<file path="src/rtl/mux_control_forzado_rr_if.sv">
// ---------------------------------------------------------------------------
// mux_control_forzado_rr_if
//   Bundles the stream-side signals of mux_control_forzado_rr.
//   master : source/controller side (drives CONTROL, DATA_IN, VALID_IN)
//   slave  : the mux itself (drives READY_IN, OUT, VALID, SEL_OUT, DROP_COUNT)
//   CONTROL    [CTRL_W]          mode/channel code
//   DATA_IN    [CHANNELS*DATA_W] packed channel data, channel i at [i*DATA_W +: DATA_W]
//   VALID_IN   [CHANNELS]        per-channel valid
//   READY_IN   [CHANNELS]        one-hot grant back to the sources
//   OUT        [DATA_W]          registered output word
//   VALID      [1]               OUT carries a freshly transferred word
//   SEL_OUT    [SEL_W]           channel index that produced OUT
//   DROP_COUNT [CNT_W]           saturating count of cycles with unserved requests
// ---------------------------------------------------------------------------
interface mux_control_forzado_rr_if #(
    parameter int CHANNELS = 4,
    parameter int DATA_W   = 8,
    parameter int CTRL_W   = 4,
    parameter int CNT_W    = 8
);
    localparam int SEL_W = $clog2(CHANNELS);

    logic [CTRL_W-1:0]          CONTROL;
    logic [CHANNELS*DATA_W-1:0] DATA_IN;
    logic [CHANNELS-1:0]        VALID_IN;
    logic [CHANNELS-1:0]        READY_IN;
    logic [DATA_W-1:0]          OUT;
    logic                       VALID;
    logic [SEL_W-1:0]           SEL_OUT;
    logic [CNT_W-1:0]           DROP_COUNT;

    modport master (
        output CONTROL, DATA_IN, VALID_IN,
        input  READY_IN, OUT, VALID, SEL_OUT, DROP_COUNT
    );

    modport slave (
        input  CONTROL, DATA_IN, VALID_IN,
        output READY_IN, OUT, VALID, SEL_OUT, DROP_COUNT
    );
endinterface

</file>
<file path="src/rtl/mux_control_forzado_rr.sv">
// ---------------------------------------------------------------------------
// mux_control_forzado_rr
//   Selects one of CHANNELS valid/ready streams onto a registered output.
//   The registered control code either forces one channel, runs a fair
//   round-robin arbiter, or idles the output to IDLE_PATTERN.
//   CLK     : rising-edge clock
//   RESET_L : asynchronous active-low reset
//   bus     : stream signals (see mux_control_forzado_rr_if, slave modport)
// ---------------------------------------------------------------------------
module mux_control_forzado_rr #(
    parameter int                CHANNELS     = 4,
    parameter int                DATA_W       = 8,
    parameter int                CTRL_W       = 4,
    parameter int                CNT_W        = 8,
    parameter logic [DATA_W-1:0] IDLE_PATTERN = '0
) (
    input  logic                    CLK,
    input  logic                    RESET_L,
    mux_control_forzado_rr_if.slave bus
);
    localparam int                SEL_W   = $clog2(CHANNELS);
    localparam logic [CTRL_W-1:0] CH_CODE = CTRL_W'(CHANNELS);
    localparam logic [SEL_W-1:0]  LAST_CH = SEL_W'(CHANNELS - 1);

    typedef enum logic [1:0] {
        MODE_FORCED = 2'd0,
        MODE_RR     = 2'd1,
        MODE_IDLE   = 2'd2
    } mode_t;

    logic [CTRL_W-1:0]   ctrl_q;
    logic [SEL_W-1:0]    ptr;
    mode_t               mode;
    logic [CHANNELS-1:0] ready;
    logic [SEL_W-1:0]    grant_idx;
    logic [SEL_W-1:0]    cand;
    logic                found;
    logic                unserved;

    logic [DATA_W-1:0]   out_q;
    logic                valid_q;
    logic [SEL_W-1:0]    sel_q;
    logic [CNT_W-1:0]    drop_q;

    // Mode comes from the registered code only, so a new CONTROL value
    // takes effect one edge after it is sampled.
    always_comb begin
        mode = MODE_IDLE;
        if (ctrl_q < CH_CODE) begin
            mode = MODE_FORCED;
        end else if (ctrl_q == '1) begin
            mode = MODE_RR;
        end
    end

    // Grant selection. found doubles as the transfer strobe since the
    // granted channel is always one whose valid is set.
    always_comb begin
        ready     = '0;
        grant_idx = '0;
        cand      = '0;
        found     = 1'b0;
        unique case (mode)
            MODE_FORCED: begin
                grant_idx = SEL_W'(ctrl_q);
                found     = bus.VALID_IN[grant_idx];
            end
            MODE_RR: begin
                // Search ptr, ptr+1, ... wrapping modulo CHANNELS; the modulo
                // keeps the wrap correct for non-power-of-two channel counts.
                for (int unsigned k = 0; k < CHANNELS; k++) begin
                    cand = SEL_W'((32'(ptr) + k) % CHANNELS);
                    if (!found && bus.VALID_IN[cand]) begin
                        found     = 1'b1;
                        grant_idx = cand;
                    end
                end
            end
            default: begin
            end
        endcase
        ready[grant_idx] = found;
    end

    assign unserved = |(bus.VALID_IN & ~ready);

    always_ff @(posedge CLK or negedge RESET_L) begin
        if (!RESET_L) begin
            ctrl_q  <= '1;
            ptr     <= '0;
            out_q   <= IDLE_PATTERN;
            valid_q <= 1'b0;
            sel_q   <= '0;
            drop_q  <= '0;
        end else begin
            ctrl_q  <= bus.CONTROL;
            valid_q <= found;
            if (found) begin
                out_q <= bus.DATA_IN[grant_idx*DATA_W +: DATA_W];
                sel_q <= grant_idx;
            end else if (mode == MODE_IDLE) begin
                out_q <= IDLE_PATTERN;
            end
            if (found && (mode == MODE_RR)) begin
                ptr <= (grant_idx == LAST_CH) ? '0 : grant_idx + 1'b1;
            end
            if (unserved && (drop_q != '1)) begin
                drop_q <= drop_q + 1'b1;
            end
        end
    end

    assign bus.READY_IN   = ready;
    assign bus.OUT        = out_q;
    assign bus.VALID      = valid_q;
    assign bus.SEL_OUT    = sel_q;
    assign bus.DROP_COUNT = drop_q;
endmodule

</file>
<file path="src/flat_wrapper.sv">
// flat-port wrapper written by rule: the top's interface ports become plain ports
module mux_control_forzado_rr_flat 
#(
    parameter int                CHANNELS     = 4,
    parameter int                DATA_W       = 8,
    parameter int                CTRL_W       = 4,
    parameter int                CNT_W        = 8,
    parameter logic [DATA_W-1:0] IDLE_PATTERN = '0
)
  (CLK, RESET_L, bus_CONTROL, bus_DATA_IN, bus_VALID_IN, bus_READY_IN, bus_OUT, bus_VALID, bus_SEL_OUT, bus_DROP_COUNT);
  mux_control_forzado_rr_if #(.CHANNELS(CHANNELS), .DATA_W(DATA_W), .CTRL_W(CTRL_W), .CNT_W(CNT_W)) bus_i ();
  input  logic CLK;
  input  logic RESET_L;
  input wire logic [$bits(bus_i.CONTROL)-1:0] bus_CONTROL;
  input wire logic [$bits(bus_i.DATA_IN)-1:0] bus_DATA_IN;
  input wire logic [$bits(bus_i.VALID_IN)-1:0] bus_VALID_IN;
  output wire logic [$bits(bus_i.READY_IN)-1:0] bus_READY_IN;
  output wire logic [$bits(bus_i.OUT)-1:0] bus_OUT;
  output wire logic [$bits(bus_i.VALID)-1:0] bus_VALID;
  output wire logic [$bits(bus_i.SEL_OUT)-1:0] bus_SEL_OUT;
  output wire logic [$bits(bus_i.DROP_COUNT)-1:0] bus_DROP_COUNT;
  assign bus_i.CONTROL = bus_CONTROL;
  assign bus_i.DATA_IN = bus_DATA_IN;
  assign bus_i.VALID_IN = bus_VALID_IN;
  assign bus_READY_IN = bus_i.READY_IN;
  assign bus_OUT = bus_i.OUT;
  assign bus_VALID = bus_i.VALID;
  assign bus_SEL_OUT = bus_i.SEL_OUT;
  assign bus_DROP_COUNT = bus_i.DROP_COUNT;
  mux_control_forzado_rr #(.CHANNELS(CHANNELS), .DATA_W(DATA_W), .CTRL_W(CTRL_W), .CNT_W(CNT_W), .IDLE_PATTERN(IDLE_PATTERN)) u_core (.CLK(CLK), .RESET_L(RESET_L), .bus(bus_i));
endmodule
</file>
<file path="config.mk">
export PLATFORM = sky130hd
export DESIGN_NAME = mux_control_forzado_rr_flat
export DESIGN_NICKNAME = d
export VERILOG_FILES = /design/src/rtl/mux_control_forzado_rr_if.sv /design/src/rtl/mux_control_forzado_rr.sv /design/src/flat_wrapper.sv
export SDC_FILE = /design/constraint.sdc
export NUM_CORES = 1
export LEC_CHECK = 0
export CAP_MARGIN = 20
export CORE_MARGIN = 4
export CORE_UTILIZATION = 40
export DETAILED_ROUTE_END_ITERATION = 7
export HOLD_SLACK_MARGIN = 0.12
export PLACE_DENSITY = 0.76
export SLEW_MARGIN = 20
export SYNTH_ARGS = -nofsm -noshare
export SYNTH_HDL_FRONTEND = slang
export SYNTH_SLANG_ARGS = --single-unit
</file>
<file path="constraint.sdc">
create_clock -name CLK -period 3.16 [get_ports CLK]
set_clock_uncertainty 0.1 [all_clocks]
set_input_delay 0.632 -clock CLK [delete_from_list [all_inputs] [get_ports CLK]]
set_output_delay 0.632 -clock CLK [all_outputs]
set_load 0.01 [all_outputs]
</file>
======== Word-level counts from Yosys, hierarchy flattened ========
Index checks and enable logic that the tools add are counted.
storage, ports and cells
  register bits after elaboration ......... 25
  input port bits ......................... 42
  output and inout port bits .............. 23
  logic and storage cells ................. 70
cells by class
  $add $sub $neg .......................... 5
  order comparisons ....................... 8
  equality and inequality tests ........... 5
  shift operators ......................... 1
  multiplexer cells ....................... 30
  bitwise gates (word level) .............. 3
  reductions and logical operators ........ 12
operator list
  cell                                                                                 number
  32-bit by 6-bit indexed part select with 8-bit output                                1
  2-bit by 3-bit less-than comparator with 1-bit output, second input constant         6
  8-bit two-way mux                                                                    2
  2-bit two-way mux                                                                    7
  1-bit two-way mux                                                                    13
  1-bit binary-select mux with 2-bit select                                            5
  8-bit by 1-bit adder with 8-bit output, second input constant                        1
  4-bit bitwise AND                                                                    2
  8-bit != test, second input constant                                                 1
  1-bit logical AND                                                                    6
  2-bit by 1-bit adder with 2-bit output, second input constant                        2
  2-bit adder, second input constant                                                   2
  2-bit equality test, second input constant                                           2
  4-bit equality test, second input constant                                           1
  4-bit by 3-bit less-than comparator with 1-bit output, second input constant         1
  4-bit NOT                                                                            1
  2-bit one-hot mux with 2 select lines                                                1
  4-bit OR reduction                                                                   1
  1-bit logical NOT                                                                    3
  1-bit demux with 2-bit select                                                        1
  2-bit by 1-bit equality test with 1-bit output, second input constant                1
  2-bit by 1-bit greater-or-equal comparator with 1-bit output, second input constant  1
  2-bit logical NOT                                                                    1
  1-bit one-hot mux with 2 select lines                                                1
  2-bit nonzero test                                                                   1

======== Logic depth before layout (Yosys ltp) ========
  depth after elaboration ................. 26
  mapped depth ............................ 13
  gate-level depth less buffers ........... 11

======== Least setup slack after synthesis ========
No wires, ideal clock.
  kind .................................... input to register
  start point ............................. input bus_VALID_IN[3]
  end point ............................... register u_core.drop_q[1], in the netlist u_core.bus.DROP_COUNT[1]
  library setup time ...................... 0.125 ns
  arrival ................................. 3.035 ns
  data required time ...................... 2.935 ns
  setup slack ............................. -0.100 ns
  stages .................................. 12
  buffers on the path ..................... 2
  cells stage by stage .................... buf_6 > or2_2 > o221a_2 > o221a_2 > a21oi_2 > buf_4 > inv_1 > ha_1 > nand4_1 > nand4_2 > a41oi_4 > mux2_2
between the ends
  longest elaborated chain between the ends .. 25
  elaborated cells between the ends (all ways) .. 39
  those cells by class .................... order compare: 2; mux: 25; bitwise: 3; reduce/logical: 9
RTL lines
  element                                    RTL line                       source
  start: declaration                         flat_wrapper.sv:16             input wire logic [$bits(bus_i.VALID_IN)-1:0] bus_VALID_IN;
  1-bit binary-select mux with 2-bit select  mux_control_forzado_rr.sv:73   if (!found && bus.VALID_IN[cand]) begin
  1-bit two-way mux (not written as such)    mux_control_forzado_rr.sv:73
  1-bit two-way mux                          mux_control_forzado_rr.sv:73
  1-bit two-way mux                          mux_control_forzado_rr.sv:63   unique case (mode)
  1-bit logical NOT                          mux_control_forzado_rr.sv:73
  1-bit logical AND                          mux_control_forzado_rr.sv:73
  1-bit two-way mux                          mux_control_forzado_rr.sv:73
  1-bit two-way mux                          mux_control_forzado_rr.sv:63
  (+8 left out)                              -
  net u_core.grant_idx[1]                    mux_control_forzado_rr.sv:35   logic [SEL_W-1:0] grant_idx;
  (+1 left out)                              -
  1-bit logical AND (not written as such)    mux_control_forzado_rr.sv:82   ready[grant_idx] = found;
  1-bit two-way mux (not written as such)    mux_control_forzado_rr.sv:82
  1-bit demux with 2-bit select *            -
  4-bit bitwise AND (no source line) *       -
  4-bit NOT *                                mux_control_forzado_rr.sv:85   assign unserved = |(bus.VALID_IN & ~ready);
  4-bit bitwise AND *                        mux_control_forzado_rr.sv:85
  4-bit OR reduction *                       mux_control_forzado_rr.sv:85
  1-bit logical AND *                        mux_control_forzado_rr.sv:107  if (unserved && (drop_q != '1)) begin
  end signal: assignment                     mux_control_forzado_rr.sv:108  drop_q <= drop_q + 1'b1;
  end: declaration                           mux_control_forzado_rr.sv:43   logic [CNT_W-1:0] drop_q;
Mark *: on every way through the listed nets, which the timed path passes. The rest lies on a longest branch. The select of a mux whose other input is x is not followed.
A chain may end at the register's enable or synchronous reset.

======== Worst setup path in the final report ========
  start point ............................. input bus_VALID_IN[0]
  end point ............................... register u_core.drop_q[1], in the netlist u_core.bus.DROP_COUNT[1]
between the ends
  longest elaborated chain between the ends .. 25
  elaborated cells between the ends (all ways) .. 39
  those cells by class .................... order compare: 2; mux: 25; bitwise: 3; reduce/logical: 9
RTL lines
  element                                    RTL line
  1-bit binary-select mux with 2-bit select  mux_control_forzado_rr.sv:73
  1-bit two-way mux (not written as such)    mux_control_forzado_rr.sv:73
  1-bit two-way mux                          mux_control_forzado_rr.sv:73
  1-bit two-way mux                          mux_control_forzado_rr.sv:63
  1-bit logical NOT                          mux_control_forzado_rr.sv:73
  1-bit logical AND                          mux_control_forzado_rr.sv:73
  1-bit two-way mux                          mux_control_forzado_rr.sv:73
  1-bit two-way mux                          mux_control_forzado_rr.sv:63
  (+9 left out)                              -
  1-bit logical AND (not written as such)    mux_control_forzado_rr.sv:82
  1-bit two-way mux (not written as such)    mux_control_forzado_rr.sv:82
  1-bit demux with 2-bit select              -
  4-bit bitwise AND (no source line)         -
  4-bit NOT                                  mux_control_forzado_rr.sv:85
  4-bit bitwise AND *                        mux_control_forzado_rr.sv:85
  4-bit OR reduction *                       mux_control_forzado_rr.sv:85
  1-bit logical AND *                        mux_control_forzado_rr.sv:107
Mark *: on every way between the ends. The rest lies on a longest branch, timed or not. The select of a mux whose other input is x is not followed.

==> metrics.csv <==
stage,metric,value,unit
status,outcome,completed,
die,die_x,74.0,um
setup_path,crit_path_end,u_core.bus.DROP_COUNT[1],
cells_and_area,final_layout_size_suffix_gt1_frac,0.323,
setup_path,reg2reg_from,u_core.ptr[1],
synthesis,ys_warn_count,0,
setup_path,worstPathArrival,3180,ps
clock_network,cts_root_buffer,clkbuf_8,
synthesis,synth_nets,223,
setup_path,reg2reg_to,u_core.bus.DROP_COUNT[1],
sta,fin_crit_sh,0.987,
cells_and_area,n_antenna_cell,0,
setup_path,crit_slowest_cell,mux2_4,
setup_path,cp-start-kind,input port,
cells_and_area,final_cells,329,
cells_and_area,final_common_cell,clkdlybuf4s50_1,
cells_and_area,postLayoutCoreUtil,0.687,
clock_network,clk_pin_slew,90,ps
setup_path,slowest_delay,340,ps
synthesis,avgSynthCellArea,9.90,sq um
cells_and_area,multi_input_area,1110,sq um
route,vias,1830,
sta,relSlewSlack,0.684,
synthesis,ys_seq_elements,25,
clock_network,cts.sinks,25,
setup_path,cp_num_buf_inv,5,
cells_and_area,final_cell_mix,"clkdlybuf4s50_1, buf_4, dfrtp_1",
clock_network,cts_buffer_depth,2,
job,cap_violations,0,
die,core_area,4120,sq um
synthesis,synth.distinct_cells,49,
die,die-area,5480,sq um
clock_network,h-tree-depth,1,
route,remaining_drc_errors,0,
synthesis,syn_area,1740,sq um
synthesis,yosysSeqAreaShare,0.362,
cells_and_area,num-nets-final,327,
cells_and_area,area_delta_synth_final,62.1,%
hold_path,holdCritPathClass,reg2reg,
sta,final-setup-viol-count,0,
sta,hold_viol_final,0,
setup_path,cp_max_fo,7,
global_route,grt_pass1_vias,1857,
sta,fmax,321,MHz
global_route,grt_usage,0.209,
clock_network,clkLatencyLatePin,260,ps
placed_design,port_buffers,64,
power,leakagePower,1.23,nW
setup_path,crit_path_cell_trace,clkbuf_2 > and2b_2 > o221a_4 > o221a_4 > a21oi_4 > buf_6 > ha_4 > nand4_1 > buf_4 > buf_4 > buf_4 > nand4_4 > a41oi_4 > mux2_4,
route,antenna_left,0,
route,dr.pass1.iters,4,
die,start_util,0.424,
sta,report.final.slew_viol_count,0,
route,viasPerCell,5.56,
clock_network,tritoncts,built,
synthesis,synthCells,176,
global_route,antenna_found_initial,0,
placed_design,gp_congestion,0.863,
die,row_count,23,
power,vdd.ir_drop.worst,0.261,mV
route,drt_iter0_markers,125,
placed_design,dp_hpwl,3950,um
setup_path,reg2reg_depth,14,
power,power_density,416,nW/um^2
setup_path,cp_top_family,compound AO/OA/AOI/OAI gates,
route,routed_wl,5640,um
cells_and_area,fillers,348,
sta,tightestPinTransition,473,ps
setup_path,reg2reg_slack,120,ps
setup_path,critPathLaunch,bus_VALID_IN[0],
cells_and_area,seqCellArea,631,sq um
die,die_h,74.0,um
setup_path,required,3220,ps
placed_design,dp_cells,313,
sta,period_needed,3120,ps
global_route,overflow,0,
clock_network,cts-buffers-inserted,3,
setup_path,cpMostUsedCell,buf_4,
setup_path,path_depth,14,
route,wire_per_inst,17.1,um
setup_path,critPathKind,in2reg,
setup_path,worst_setup_path_end_kind,flop,
die,io_pins,65,
global_route,grt_max_degree,26,
global_route,grt_pass1_wl,8870,um
[power by group]
group / leakage (nW) / total [mW] / switching [mW] / internal, mW
clock: 0.0255 / 0.186 / 0.0984 / 0.0881
combinational: 0.899 / 0.511 / 0.211 / 0.301
sequential: 0.309 / 0.476 / 0.0815 / 0.395
total: 1.23 / 1.17 / 0.391 / 0.784
[cell families (layout without fill, tap and decap cells)]
family	Yosys count	in the layout	share of synthesized area
xor gates and xnor gates	6	6	0.0302
and+or+nand+nor	72	72	0.248
DFF	25	25	0.362
muxes	12	12	0.0718
buffers and inverters	15	118	0.0610
adders and majority gates	5	5	0.0359
AOI/OAI and AO/OA	41	41	0.191
[worst reg2reg max path: stages (launching register included)]
cell,delay [ps]
dfrtp_1,430
buf_4,180
nand3b_1,200
a2bb2oi_1,170
o221a_4,260
a21oi_4,170
buf_6,130
ha_4,130
nand4_1,140
buf_4,170
buf_4,120
buf_4,130
nand4_4,70
a41oi_4,200
mux2_4,340
[through the flow]
step / worst slack, ps / cell area, sq um / hold WS (ps) / TNS (ps) / power, mW
2_1_floorplan: 0.598 / 1770 / 236 / 0 / 0.701
3_3_place_gp: -686 / 2630 / 386 / -5610 / 0.953
3_5_place_dp: -698 / 2630 / 383 / -6300 / 0.968
4_1_cts: -13.0 / 2800 / 408 / -24.5 / 1.17
5_1_grt: -19.4 / 2830 / 429 / -40.3 / 1.25
6_report: 40.6 / 2830 / 404 / 0 / 1.17
[routing by layer]
metal	global-route usage	share of wire	wire, um	vias up
met5	0	0	0	-
met4	0.109	0.024	133	0
met3	0.0311	0.043	243	10
met2	0.347	0.51	2880	50
met1	0.264	0.42	2390	895
li1	-	-	-	875
[what timing repair did]
item | 4_1_cts | 5_1_grt
hold buffers | 0 | 0
resized for setup | 36 | 11
buffers inserted | 9 | 3
endpoints found under the setup margin | 11 | 11
pin swaps | 8 | 12
[Yosys cell counts, drive strengths merged]
cell	count	share of area
a211o	9	0.045
o21a	1	0.0043
nand3b	2	0.0086
nand3	17	0.052
nand2	15	0.034
ha	5	0.036
nand4	12	0.050
inv	5	0.011
mux2i	8	0.046
dfrtp	21	0.30
nor2	6	0.017
or3b	1	0.0050
and3	6	0.022
nand4b	5	0.025
nand2b	1	0.0036
a211oi	2	0.016
buf	8	0.045
nor2b	2	0.0072
a21oi	4	0.014
mux2	4	0.026
or4	1	0.0065
a31oi	2	0.0072
o31ai	1	0.0043
o21ai	8	0.023
or2	1	0.0036
a41oi	1	0.016
o221a	2	0.013
xnor2	5	0.025
o21bai	1	0.0043
and2b	1	0.0050
clkbuf	2	0.0050
a2bb2oi	1	0.0050
and4	1	0.0050
xor2	1	0.0050
dfstp	4	0.060
o211ai	8	0.034
and2	1	0.0036
o31a	1	0.0050
[flip-flops by register name (all words and copies together) (netlist names)]
register / flops
u_core.bus.OUT: 8
u_core.ptr: 2
u_core.ctrl_q: 4
u_core.bus.VALID: 1
u_core.bus.SEL_OUT: 2
u_core.bus.DROP_COUNT: 8
[worst min path at each step]
stage	from	to	slack (ps)	cells after the start
2_1_floorplan	RESET_L	u_core.bus.DROP_COUNT[0]	240	0
5_1_grt	u_core.bus.OUT[6]	u_core.bus.OUT[6]	430	2
3_5_place_dp	u_core.bus.SEL_OUT[1]	u_core.bus.SEL_OUT[1]	380	1
4_1_cts	u_core.bus.SEL_OUT[1]	u_core.bus.SEL_OUT[1]	410	1
3_3_place_gp	u_core.bus.SEL_OUT[1]	u_core.bus.SEL_OUT[1]	390	1
6_report	u_core.bus.SEL_OUT[1]	u_core.bus.SEL_OUT[1]	400	1
[layout make-up]
type | instances | area share
clock buffers | 3 | 0.0146
repair buffers | 109 | 0.340
well taps | 50 | 0.0221
clock inverters | 1 | 0.00177
inverters | 5 | 0.00664
flip-flops and latches | 25 | 0.223
multi-input cells | 136 | 0.392
Note: power is estimated with default switching activity, not from simulation.
